`config.mk`:
```
export PLATFORM = sky130hd
export DESIGN_NAME = sd_cmd_engine_flat
export DESIGN_NICKNAME = d
export VERILOG_FILES = /design/src/rtl/sd_pkg.sv /design/src/rtl/sd_cmd_engine_if.sv /design/src/rtl/sd_crc7.sv /design/src/rtl/sd_cmd_engine.sv /design/src/flat_wrapper.sv
export SDC_FILE = /design/constraint.sdc
export NUM_CORES = 1
export LEC_CHECK = 0
export ABC_AREA = 1
export ABC_CLOCK_PERIOD_IN_PS = 3250
export CELL_PAD_IN_SITES_DETAIL_PLACEMENT = 1
export CELL_PAD_IN_SITES_GLOBAL_PLACEMENT = 2
export CORE_UTILIZATION = 32
export CTS_CLUSTER_DIAMETER = 150
export DETAILED_ROUTE_END_ITERATION = 8
export GPL_TIMING_DRIVEN = 0
export PLACE_DENSITY_LB_ADDON = 0.1
export RECOVER_POWER = 50
export SLEW_MARGIN = 20
export SYNTH_ARGS = -nofsm -noshare
export SYNTH_HDL_FRONTEND = slang
export SYNTH_SLANG_ARGS = --single-unit
```
`constraint.sdc`:
```
create_clock -name clock -period 3.25 [get_ports clock]
set_input_delay 0.4875 -clock clock [delete_from_list [all_inputs] [get_ports clock]]
set_output_delay 0.4875 -clock clock [all_outputs]
set_load 0.02 [all_outputs]
```
`src/rtl/sd_pkg.sv`:
```
// Shared types and constants for the SD SPI-mode command engine.
package sd_pkg;

  typedef enum logic [2:0] {
    ST_IDLE,
    ST_LEAD,
    ST_CMD,
    ST_POLL,
    ST_DATA,
    ST_FINISH
  } state_t;

  localparam logic [7:0] SD_CMD_START = 8'h40;
  localparam logic [7:0] SD_FILL      = 8'hFF;
  localparam logic [6:0] CRC7_POLY    = 7'h09;

endpackage

```
`src/rtl/sd_cmd_engine_if.sv`:
```
// Host command handshake plus the byte-level link to the SPI shifter.
interface sd_cmd_engine_if;

  // host side
  logic        cmd_start;
  logic [5:0]  cmd_index;
  logic [31:0] cmd_arg;
  logic        resp_long;
  logic        busy;
  logic        done;
  logic        timeout;
  logic [7:0]  resp_r1;
  logic [31:0] resp_data;

  // shifter side
  logic        sd_cs_n;
  logic        spi_byte_valid;
  logic [7:0]  spi_byte_out;
  logic [7:0]  spi_byte_in;
  logic        spi_byte_ready;
  logic        spi_idle;

  // Environment view: host logic plus shifter.
  modport master (
    output cmd_start, cmd_index, cmd_arg, resp_long,
    output spi_byte_in, spi_byte_ready, spi_idle,
    input  busy, done, timeout, resp_r1, resp_data,
    input  sd_cs_n, spi_byte_valid, spi_byte_out
  );

  // Engine view.
  modport slave (
    input  cmd_start, cmd_index, cmd_arg, resp_long,
    input  spi_byte_in, spi_byte_ready, spi_idle,
    output busy, done, timeout, resp_r1, resp_data,
    output sd_cs_n, spi_byte_valid, spi_byte_out
  );

endinterface

```
`src/rtl/sd_crc7.sv`:
```
// Byte-wide CRC7 update (x^7 + x^3 + 1), data consumed MSB first.
module sd_crc7
  import sd_pkg::*;
(
  input  logic [6:0] crc_in,
  input  logic [7:0] data_in,
  output logic [6:0] crc_out
);

  logic [6:0] crc_v;
  logic       fb_v;

  // Unrolled bit-serial update over the eight data bits.
  always_comb begin
    // NOTE: every variable gets a value before any branch so no latch is inferred.
    crc_v = crc_in;
    fb_v  = 1'b0;
    for (int i = 7; i >= 0; i--) begin
      // NOTE: blocking assignments here so each bit step sees the previous step's
      // result; clocked state elsewhere uses non-blocking assignments.
      fb_v  = crc_v[6] ^ data_in[i];
      crc_v = {crc_v[5:0], 1'b0};
      if (fb_v) crc_v = crc_v ^ CRC7_POLY;
    end
    crc_out = crc_v;
  end

endmodule

```
`src/rtl/sd_cmd_engine.sv`:
```
// Frames one SD SPI-mode command, streams it into the byte shifter, polls for
// R1 within the NCR window and optionally captures four trailing response bytes.
module sd_cmd_engine
  import sd_pkg::*;
#(
  parameter int NCR_MAX = 8,
  parameter int LEAD_FF = 1
) (
  input  logic           clock,
  input  logic           reset_n,
  sd_cmd_engine_if.slave bus
);

  localparam logic [1:0] LEAD_LAST = 2'(LEAD_FF - 1);
  localparam logic [7:0] NCR_LAST  = 8'(NCR_MAX - 1);

  state_t      state_q;
  logic        busy_q;
  logic        done_q;
  logic        timeout_q;
  logic [7:0]  r1_q;
  logic [31:0] data_q;
  logic        cs_n_q;
  logic        valid_q;
  logic [7:0]  out_q;
  logic        long_q;
  logic [1:0]  lead_cnt;
  logic [2:0]  byte_idx;
  logic [7:0]  poll_cnt;
  logic [1:0]  data_cnt;

  logic [7:0]  frame_in  [5];
  logic [6:0]  crc_chain [6];
  logic [7:0]  frame_q   [6];
  logic        accept;

  // Command bytes B0..B4 straight from the request, CRC chained across them.
  assign frame_in[0]  = SD_CMD_START | {2'b00, bus.cmd_index};
  assign frame_in[1]  = bus.cmd_arg[31:24];
  assign frame_in[2]  = bus.cmd_arg[23:16];
  assign frame_in[3]  = bus.cmd_arg[15:8];
  assign frame_in[4]  = bus.cmd_arg[7:0];
  assign crc_chain[0] = '0;

  for (genvar g = 0; g < 5; g++) begin : g_crc
    sd_crc7 u_crc (
      .crc_in  (crc_chain[g]),
      .data_in (frame_in[g]),
      .crc_out (crc_chain[g+1])
    );
  end

  // A start is taken only in IDLE and never in the done cycle.
  assign accept = (state_q == ST_IDLE) && !done_q && bus.cmd_start;

  // Capture the complete six-byte frame when a command is accepted.
  always_ff @(posedge clock) begin
    // NOTE: the frame store has no reset; it is always written on accept before
    // any byte of it is read, so resetting it would only add enable logic.
    if (accept) begin
      for (int i = 0; i < 5; i++) frame_q[i] <= frame_in[i];
      frame_q[5] <= {crc_chain[5], 1'b1};
    end
  end

  // Command sequencer with registered handshake and shifter outputs.
  always_ff @(posedge clock or negedge reset_n) begin
    if (!reset_n) begin
      state_q   <= ST_IDLE;
      busy_q    <= 1'b0;
      done_q    <= 1'b0;
      timeout_q <= 1'b0;
      r1_q      <= SD_FILL;
      data_q    <= '0;
      cs_n_q    <= 1'b1;
      valid_q   <= 1'b0;
      out_q     <= SD_FILL;
      long_q    <= 1'b0;
      lead_cnt  <= '0;
      byte_idx  <= '0;
      poll_cnt  <= '0;
      data_cnt  <= '0;
    end else begin
      done_q <= 1'b0;
      unique case (state_q)
        ST_IDLE: begin
          if (done_q) busy_q <= 1'b0;
          if (accept) begin
            busy_q    <= 1'b1;
            cs_n_q    <= 1'b0;
            valid_q   <= 1'b1;
            timeout_q <= 1'b0;
            r1_q      <= SD_FILL;
            data_q    <= '0;
            long_q    <= bus.resp_long;
            lead_cnt  <= '0;
            byte_idx  <= '0;
            if (LEAD_FF > 0) begin
              out_q   <= SD_FILL;
              state_q <= ST_LEAD;
            end else begin
              out_q   <= frame_in[0];
              state_q <= ST_CMD;
            end
          end
        end
        ST_LEAD: begin
          if (bus.spi_byte_ready) begin
            if (lead_cnt == LEAD_LAST) begin
              out_q    <= frame_q[0];
              byte_idx <= '0;
              state_q  <= ST_CMD;
            end else begin
              lead_cnt <= lead_cnt + 2'd1;
            end
          end
        end
        ST_CMD: begin
          if (bus.spi_byte_ready) begin
            if (byte_idx == 3'd5) begin
              out_q    <= SD_FILL;
              poll_cnt <= '0;
              state_q  <= ST_POLL;
            end else begin
              byte_idx <= byte_idx + 3'd1;
              out_q    <= frame_q[byte_idx + 3'd1];
            end
          end
        end
        ST_POLL: begin
          if (bus.spi_byte_ready) begin
            if (!bus.spi_byte_in[7]) begin
              r1_q <= bus.spi_byte_in;
              if (long_q) begin
                data_cnt <= '0;
                state_q  <= ST_DATA;
              end else begin
                valid_q <= 1'b0;
                state_q <= ST_FINISH;
              end
            end else if (poll_cnt == NCR_LAST) begin
              timeout_q <= 1'b1;
              valid_q   <= 1'b0;
              state_q   <= ST_FINISH;
            end else begin
              poll_cnt <= poll_cnt + 8'd1;
            end
          end
        end
        ST_DATA: begin
          if (bus.spi_byte_ready) begin
            data_q <= {data_q[23:0], bus.spi_byte_in};
            if (data_cnt == 2'd3) begin
              valid_q <= 1'b0;
              state_q <= ST_FINISH;
            end else begin
              data_cnt <= data_cnt + 2'd1;
            end
          end
        end
        ST_FINISH: begin
          if (bus.spi_idle) begin
            cs_n_q  <= 1'b1;
            done_q  <= 1'b1;
            state_q <= ST_IDLE;
          end
        end
        default: state_q <= ST_IDLE;
      endcase
    end
  end

  assign bus.busy           = busy_q;
  assign bus.done           = done_q;
  assign bus.timeout        = timeout_q;
  assign bus.resp_r1        = r1_q;
  assign bus.resp_data      = data_q;
  assign bus.sd_cs_n        = cs_n_q;
  assign bus.spi_byte_valid = valid_q;
  assign bus.spi_byte_out   = out_q;

endmodule

```
`src/flat_wrapper.sv`:
```
// flat-port wrapper written by rule: the top's interface ports become plain ports
module sd_cmd_engine_flat import sd_pkg::*;
#(
  parameter int NCR_MAX = 8,
  parameter int LEAD_FF = 1
)
  (clock, reset_n, bus_cmd_start, bus_cmd_index, bus_cmd_arg, bus_resp_long, bus_spi_byte_in, bus_spi_byte_ready, bus_spi_idle, bus_busy, bus_done, bus_timeout, bus_resp_r1, bus_resp_data, bus_sd_cs_n, bus_spi_byte_valid, bus_spi_byte_out);
  sd_cmd_engine_if bus_i ();
  input  logic clock;
  input  logic reset_n;
  input wire logic [$bits(bus_i.cmd_start)-1:0] bus_cmd_start;
  input wire logic [$bits(bus_i.cmd_index)-1:0] bus_cmd_index;
  input wire logic [$bits(bus_i.cmd_arg)-1:0] bus_cmd_arg;
  input wire logic [$bits(bus_i.resp_long)-1:0] bus_resp_long;
  input wire logic [$bits(bus_i.spi_byte_in)-1:0] bus_spi_byte_in;
  input wire logic [$bits(bus_i.spi_byte_ready)-1:0] bus_spi_byte_ready;
  input wire logic [$bits(bus_i.spi_idle)-1:0] bus_spi_idle;
  output wire logic [$bits(bus_i.busy)-1:0] bus_busy;
  output wire logic [$bits(bus_i.done)-1:0] bus_done;
  output wire logic [$bits(bus_i.timeout)-1:0] bus_timeout;
  output wire logic [$bits(bus_i.resp_r1)-1:0] bus_resp_r1;
  output wire logic [$bits(bus_i.resp_data)-1:0] bus_resp_data;
  output wire logic [$bits(bus_i.sd_cs_n)-1:0] bus_sd_cs_n;
  output wire logic [$bits(bus_i.spi_byte_valid)-1:0] bus_spi_byte_valid;
  output wire logic [$bits(bus_i.spi_byte_out)-1:0] bus_spi_byte_out;
  assign bus_i.cmd_start = bus_cmd_start;
  assign bus_i.cmd_index = bus_cmd_index;
  assign bus_i.cmd_arg = bus_cmd_arg;
  assign bus_i.resp_long = bus_resp_long;
  assign bus_i.spi_byte_in = bus_spi_byte_in;
  assign bus_i.spi_byte_ready = bus_spi_byte_ready;
  assign bus_i.spi_idle = bus_spi_idle;
  assign bus_busy = bus_i.busy;
  assign bus_done = bus_i.done;
  assign bus_timeout = bus_i.timeout;
  assign bus_resp_r1 = bus_i.resp_r1;
  assign bus_resp_data = bus_i.resp_data;
  assign bus_sd_cs_n = bus_i.sd_cs_n;
  assign bus_spi_byte_valid = bus_i.spi_byte_valid;
  assign bus_spi_byte_out = bus_i.spi_byte_out;
  sd_cmd_engine #(.NCR_MAX(NCR_MAX), .LEAD_FF(LEAD_FF)) u_core (.clock(clock), .reset_n(reset_n), .bus(bus_i));
endmodule
```
==> metrics.cfg, run 1 <==
[timing]
drv_slew = 38
finClkSkew_ns = 0.0116
layout_setup_ws_ns = 0.324
max_slew_margin_pct = -33.0
fmax_mhz = 342
worstMarginPinSlew_ns = 2.00
period_minus_slack_ns = 2.93
rsz0062_at_grt = no
period_share_pct = 90.0
hold_viol = 0
finalSetupTns_ns = 0
finalSetupViolCount = 0

[power_and_ir_drop]
powerDensity_nw_per_um2 = 867
worst_ir_drop_vdd_mv = 0.365
static-leakage-power_nw = 3.87
power_mw = 7.26

[run_status]
violations = DRC, capacitance limit, slew limit
run_status = finished, violations left

[detailed_routing]
wl_met1_mm = 7.96
route.met2.wl_mm = 9.31
vias = 5608
top_layer_used = met4
drt_iter0_drc = 210
dr_wl_met3_um = 637
wirelength_mm = 18.3
viasPerCell = 4.78
drc = 2
firstDrtPassIters = 6
wl_per_cell_um = 15.6
antenna_left = 0

[worst_hold_path]
hp-start = bus_cmd_index[5]
hold_path.class = in2reg

[setup_path]
critical_path_required_ns = 3.42
cp_cell_sequence = clkdlybuf4s50_1 -> xor2_1 -> nand2_2 -> nand2_2 -> nand2_1 -> nand2_1 -> nand3_2 -> nand2_2 -> nand2_1 -> nand2_1 -> nand3_2 -> nand2_1 -> nand2_1 -> nand2_1 -> nand2_2 -> nand2_2 -> nand2_1 -> nand2_1 -> inv_1 -> nand3_1 -> nand2_1
r2r_start = u_core.state_q[1]
crit_top_cell = nand2_1
startpoint = bus_cmd_index[3]
path_max_fanout = 6
critPathLaunchType = primary input
slowest_stage = clkdlybuf4s50_1
end_kind = flip-flop
worst-setup-path-type = in2reg
arrival_ns = 3.09
max_stage_delay_ns = 0.64

[synth]
ys_seq_elements = 117
synth_top_area_cell = dfrtp_1
synth_top_area_share_pct = 21.7
syn_area_um2 = 6350
synth_area_per_cell_um2 = 8.29
syn_nets = 823
synthTopCellsByArea = dfrtp_1 22%, edfxtp_1 21%, nand2_1 11%
synth-edff-count = 45
yosysWarnings = 0
seq_area_frac_synth_pct = 50.0
dominantRegCellSynth = dfrtp_1
synth_cells = 766
yosysMostFrequentCell = nand2_1
async_flop_share_pct = 61.5
yosysUniqueCellTypes = 39
synth_common_cells = 181 x nand2_1, 108 x inv_1, 59 x nand3_1, 55 x dfrtp_1, 52 x nor2_1

[grt]
grt_pass1_vias = 5924
grt_max_degree = 50
grt_usage_pct = 19.1
grt_pass1_wl_mm = 29.9
grt-ovfl-total = 0
grt_antenna_before_repair = 0

[clock_network]
cts_htree_levels = 4
cts.sinks = 117
cts_made_buffers = 17
cts-root-buf = clkbuf_16
postCtsHoldBufs = 0
clk_latency_ns = 0.41
cts_tree = built
clock_path_buffers = 2
path_clk_slew_ns = 0.06

[final_layout]
insertedDiodeCount = 0
final_layout_size_suffix_gt1_share_pct = 15.8
fin_util_pct = 43.1
syn2layout_area_growth_pct = 32.0
nets = 951
nFillCells = 2332
seqCellArea_um2 = 3170
multiInputGateArea_um2 = 2670

[placement]
gp_congestion = 0.825
dpl.hpwl_mm = 14.8
place_ws_ns = -0.462
io_buffers = 104

[run]
max_cap_violations = 1

[floorplanning]
boundaryPins = 105
core-area_um2 = 19500
std_cell_rows = 51
die_x_um = 143
die_y_um = 143
dieArea_um2 = 20400
start_util_pct = 32.6

[kinds of logic (layout without fill, tap and decap cells)]
kind of cell,count (synthesis),after routing,share of synthesized area (%)
XOR/XNOR,10,10,1.50
adder cells (fa/ha/maj),5,5,0.986
buffers and inverters,138,279,8.18
AO/OA/AOI/OAI,117,117,10.7
AND/OR/NAND/NOR,379,379,28.7
flip-flops,117,117,50.0
[per-layer routing]
layer	GRT usage, %	vias up
met2	34.9	113
met5	0	-
met4	6.79	0
met3	3.19	24
li1	-	2774
met1	22.3	2697
[worst paths after layout]
check	depth (start not counted)	slack, ns	endpoint
min in group asynchronous	1	0.63	u_core.bus.resp_data[24]
max in group asynchronous	2	0.78	u_core.state_q[0]
min reg2reg	2	0.47	u_core.bus.sd_cs_n
max	21	0.32	u_core.frame_q[5][4]
max reg2reg	15	0.33	u_core.bus.spi_byte_out[6]
min	1	0.42	u_core.frame_q[0][5]
[per-stage QoR]
step / instance area (um^2) / hold WS, ns / std cells
finish: 8380 / 0.417 / 1172
global route: 8380 / 0.413 / 1172
CTS: 8360 / 0.0428 / 1168
detailed placement: 7740 / 0.460 / 1136
global placement: 7720 / 0.458 / 1135
floorplan: 6350 / 0.192 / 766
[final cells by class]
cell class                 count  area share [%]
sequential                   117            37.9
multi-input combinational    511            31.8
timing repair buffer         109            12.6
inverter                     124            5.72
clock buffer                  19            5.67
tap                          265            3.96
clock inverter                13            1.67
buffer                        14           0.642
[layout by cell type, fill, tap and decap left out, drive strengths merged, types with 3 or more instances in the layout]
master	Yosys	layout
nand2	224	224
inv	124	128
nand3	73	73
dlygate4sd3	0	63
nor2	59	59
dfrtp	55	55
edfxtp	45	45
o21ai	41	41
clkdlybuf4s50	0	38
clkbuf	13	36
o22ai	33	33
a21oi	25	25
dfstp	17	17
nor3	7	7
a211oi	6	6
o21a	6	6
xnor2	5	5
nand3b	5	5
ha	5	5
xor2	5	5
buf	1	5
clkinv	0	5
nor4	4	4
nand4	4	4
bufinv	0	3
[critical path: cells and delay by family]
kind / cells / cell delay [ns]
and+or+nand+nor: 18 / 1.69
xor gates and xnor gates: 1 / 0.21
buffers and inverters: 2 / 0.70
[what timing repair did]
item                                    CTS  global route
resized for setup                         3             6
endpoints found under the setup margin   18            21
setup buffers                             0             4
hold endpoints to repair                  0             0
pin swaps                                 0             2
[report_power, final]
| group | switching [mW] | total [mW] | internal (mW) |
|---|---|---|---|
| registers | 0.203 | 2.26 | 2.06 |
| clock network | 0.700 | 1.93 | 1.23 |
| logic | 1.97 | 3.07 | 1.11 |
[sequential cells by signal (all words and copies together), names as in the netlist, 2 cells and up]
register	cells
u_core.bus.spi_byte_out	8
u_core.data_cnt	2
u_core.poll_cnt	8
u_core.bus.resp_data	32
u_core.byte_idx	3
u_core.frame_q	45
u_core.state_q	3
u_core.lead_cnt	2
u_core.bus.resp_r1	8
Power figures use the tool's default switching activity.
==> run 2, diff against run 1 <==
--- a/config.mk
+++ b/config.mk
@@ -9,13 +9,15 @@
 export ABC_CLOCK_PERIOD_IN_PS = 3250
 export CELL_PAD_IN_SITES_DETAIL_PLACEMENT = 1
 export CELL_PAD_IN_SITES_GLOBAL_PLACEMENT = 2
-export CORE_UTILIZATION = 32
+export CORE_MARGIN = 2
+export CORE_UTILIZATION = 31
 export CTS_CLUSTER_DIAMETER = 150
 export DETAILED_ROUTE_END_ITERATION = 8
 export GPL_TIMING_DRIVEN = 0
-export PLACE_DENSITY_LB_ADDON = 0.1
+export PLACE_DENSITY = 0.9
 export RECOVER_POWER = 50
 export SLEW_MARGIN = 20
 export SYNTH_ARGS = -nofsm -noshare
 export SYNTH_HDL_FRONTEND = slang
+export SYNTH_HIERARCHICAL = 1
 export SYNTH_SLANG_ARGS = --single-unit
==> run 2 against run 1 <==
  * Fmax fell by 6.0%
  * Register-to-register slack improved by 0.87 ns
  * The run now ends clean
  * Count of clock-buffer cells in the layout rose by 2
  * Utilization fell by 0.62 points
  * Sequential share of layout area fell by 4.9 points
  * Sequential power fell by 4%
  * Largest power group unchanged
  * Clock skew fell by 0.0039 ns
  * Area after synthesis rose by 13%
==> metrics.cfg, run 2 <==
[final_layout]
largest_reg_flops = 45  ; unchanged
final_common_cell = nand2_1
fin_util_pct = 42.4  ; -0.62 points
insertedDiodeCount = 0  ; unchanged
layout_common_cells = 372 x nand2_1, 127 x inv_1, 97 x clkdlybuf4s50_1
syn2layout_area_growth_pct = 34.1
design_area_um2 = 9640  ; +15%
nets = 1222  ; +28%
largest-register = u_core/frame_q
final_layout_size_suffix_gt1_share_pct = 17.2  ; +1.4 points

[floorplanning]
core-area_um2 = 22700  ; +17%
dieArea_um2 = 24400  ; +20%
std_cell_rows = 55  ; +7.8%
boundaryPins = 105  ; unchanged
start_util_pct = 31.7  ; -0.96 points
die_x_um = 156  ; +9.4%
die_y_um = 156  ; +9.4%

[setup_path]
crit_top_cell = nand2_2
worst-setup-path-type = in2reg
worst_r2r_endpoint = u_core/frame_q[5][6]
end_kind = flip-flop
critical_path_required_ns = 3.42  ; about the same
cp-endpoint = u_core/frame_q[5][1]
slowest_stage = or2_1
path_max_fanout = 4  ; -2
max_stage_delay_ns = 0.25  ; -0.39 ns
rrSetupSlack_ns = 1.20  ; +0.87 ns
r2r_start = u_core/state_q[0]
reg2reg_depth = 7  ; -8
startpoint = bus_cmd_index[4]
arrival_ns = 3.28  ; +0.19 ns
critPathLaunchType = primary input

[placement]
dpl_cell_area_um2 = 8720  ; +13%
dpl.hpwl_mm = 15.8  ; +6.9%
place_ws_ns = -0.960  ; -0.497 ns
io_buffers = 104  ; unchanged
gp_congestion = 0.807  ; -2.1%

[detailed_routing]
wirelength_mm = 20.5  ; +12%
vias = 6738  ; +20%
wl_per_cell_um = 14.0  ; -10%
drt_iter0_drc = 208  ; -0.95%
antenna_left = 0  ; unchanged
drc = 0  ; -2
firstDrtPassIters = 4  ; -2
viasPerCell = 4.61  ; -3.7%

[synth]
yosysMostFrequentCell = nand2_1
synthSimpleGateAreaFrac_pct = 36.7  ; +8.0 points
synthMuxAreaShare_pct = 0  ; unchanged
synth_common_cells = 432 x nand2_1, 133 x inv_1, 76 x nand3_1, 61 x o21ai_0, 55 x dfrtp_1
syn_area_um2 = 7190  ; +13%
synth_top_area_share_pct = 22.6  ; +0.88 points
yosysWarnings = 6  ; +6
seq_area_frac_synth_pct = 44.2  ; -5.8 points
synth_area_per_cell_um2 = 7.16  ; -14%
synthTopCellsByArea = nand2_1 23%, dfrtp_1 19%, edfxtp_1 19%
synth-edff-count = 45  ; unchanged
ys_seq_elements = 117  ; unchanged
synth_top_family_by_area = simple AND/OR/NAND/NOR gates
synth-compound-area-share_pct = 5.55  ; -5.1 points
synth_top_area_cell = nand2_1
dominantRegCellSynth = dfrtp_1
synth_cells = 1004  ; +31%
synth_xor_area_share_pct = 2.96  ; +1.5 points
yosysUniqueCellTypes = 39  ; unchanged
async_flop_share_pct = 61.5  ; unchanged
synth_fa_ha_area_share_pct = 0.870  ; -0.12 points

[grt]
use_met2_pct = 29.9  ; -5.0 points
grt_usage_pct = 17.3  ; -1.8 points
grt_max_degree = 56  ; +12%
grt_antenna_before_repair = 0  ; unchanged
grt_pass1_wl_mm = 33.6  ; +12%
top_usage_layer = met2
grt-ovfl-total = 0  ; unchanged
grt_util_met1_pct = 22.2  ; -0.13 points
grt_pass1_vias = 6844  ; +16%
grt_util_met3_pct = 2.55  ; -0.64 points

[power_and_ir_drop]
static-leakage-power_nw = 4.84  ; +25%
worst_ir_drop_vdd_mv = 0.436  ; +20%
powerDensity_nw_per_um2 = 808  ; -6.7%

[timing]
layout_setup_ws_ns = 0.139  ; -0.185 ns
period_share_pct = 95.7  ; +5.7 points
rsz0062_at_grt = yes
period_minus_slack_ns = 3.11  ; +0.185 ns
worstMarginPinSlew_ns = 0.531  ; -1.46 ns
drv_slew = 0  ; -100%
finClkSkew_ns = 0.00772  ; -0.00393 ns
finalSetupViolCount = 0  ; unchanged
finalSetupTns_ns = 0  ; unchanged
max_slew_margin_pct = 64.6  ; +98 points
fmax_mhz = 321  ; -6.0%
hold_viol = 0  ; unchanged

[clock_network]
cts_htree_levels = 4  ; unchanged
cts_tree = built
clock_path_buffers = 2  ; unchanged
path_clk_slew_ns = 0.05  ; about the same
cts-root-buf = clkbuf_16
clk_latency_ns = 0.42  ; about the same
cts.sinks = 117  ; unchanged
cts_made_buffers = 17  ; unchanged

[run_status]
run_status = complete, no violations

[run]
max_cap_violations = 0  ; -1

[worst_hold_path]
hold_path.class = in2reg

-- run 2: changes by cell type after synthesis, sizes merged, moves of 7 or more --
cell and change:
clkbuf -7, nand3 +11, o21ai +22, xnor2 +11
inv +14, buf +21, nand2 +225, o22ai -32
or2 +14, a21oi -18
-- run 2: kinds of logic after synthesis --
| family | Yosys count |
|---|---|
| XOR/XNOR | 20 |
| AO/OA/AOI/OAI | 74 |
| other | 2 |
| adder cells (fa/ha/maj) | 5 |
| buffers and inverters | 167 |
| flip-flops | 117 |
| AND/OR/NAND/NOR | 619 |
-- run 2: worst min path at each step --
| stage | end | startpoint | cells after the start | slack (ns) |
|---|---|---|---|---|
| finish | u_core/frame_q[0][5] | bus_cmd_index[5] | 1 | 0.31 |
| global route | u_core/frame_q[0][5] | bus_cmd_index[5] | 1 | 0.31 |
| detailed placement | u_core/poll_cnt[3] | reset_n | 1 | 0.39 |
| CTS | u_core/frame_q[0][4] | bus_cmd_index[4] | 1 | 0.32 |
| floorplan | u_core/bus.busy | reset_n | 0 | 0.19 |
| global placement | u_core/bus.spi_byte_valid | u_core/bus.spi_byte_valid | 2 | 0.45 |
-- run 2: worst max-delay path: cells and delay by family --
family	cells	cell delay (ns)
buffers and inverters	1	0.10
and+or+nand+nor	25	2.67
-- run 2: layer usage --
| metal | up-vias | routed length, um | part of all wire, % |
|---|---|---|---|
| met3 | 20 | 604 | 2.9 |
| met5 | - | 0 | 0 |
| li1 | 3409 | - | - |
| met1 | 3196 | 9490 | 46 |
| met2 | 113 | 10100 | 49 |
| met4 | 0 | 290 | 1.4 |
-- run 2: final cells by class --
type                            instances  area, um^2
Timing Repair Buffer                  120        1180
Multi-Input combinational cell        743        3640
Sequential cell                       117        3170
Tap cell                              285         357
Fill cell                            2837       13100
Buffer                                 27         170
Inverter                              139         522
Clock inverter                         10         156
Clock buffer                           21         440
-- run 2: report_power, final --
group / internal [mW] / switching [mW]
combinational: 1.33 / 2.35
clock: 1.27 / 0.656
sequential: 2.01 / 0.177
-- run 2: timing repair --
item                                    4_1_cts  5_1_grt
hold endpoints to repair                     15        0
endpoints found under the setup margin        7        7
hold buffers                                  1        0
buffers inserted                              2       11
resized for setup                            24       75
pin swaps                                     3       33
-- run 2: stage by stage --
| stage | instances | hold slack, ns | power (mW) |
|---|---|---|---|
| global route | 1462 | 0.312 | 8.40 |
| detailed placement | 1418 | 0.393 | 5.69 |
| floorplan | 1027 | 0.192 | 4.55 |
| global placement | 1416 | 0.455 | 5.58 |
| CTS | 1452 | 0.322 | 7.71 |
| finish | 1462 | 0.311 | 7.79 |
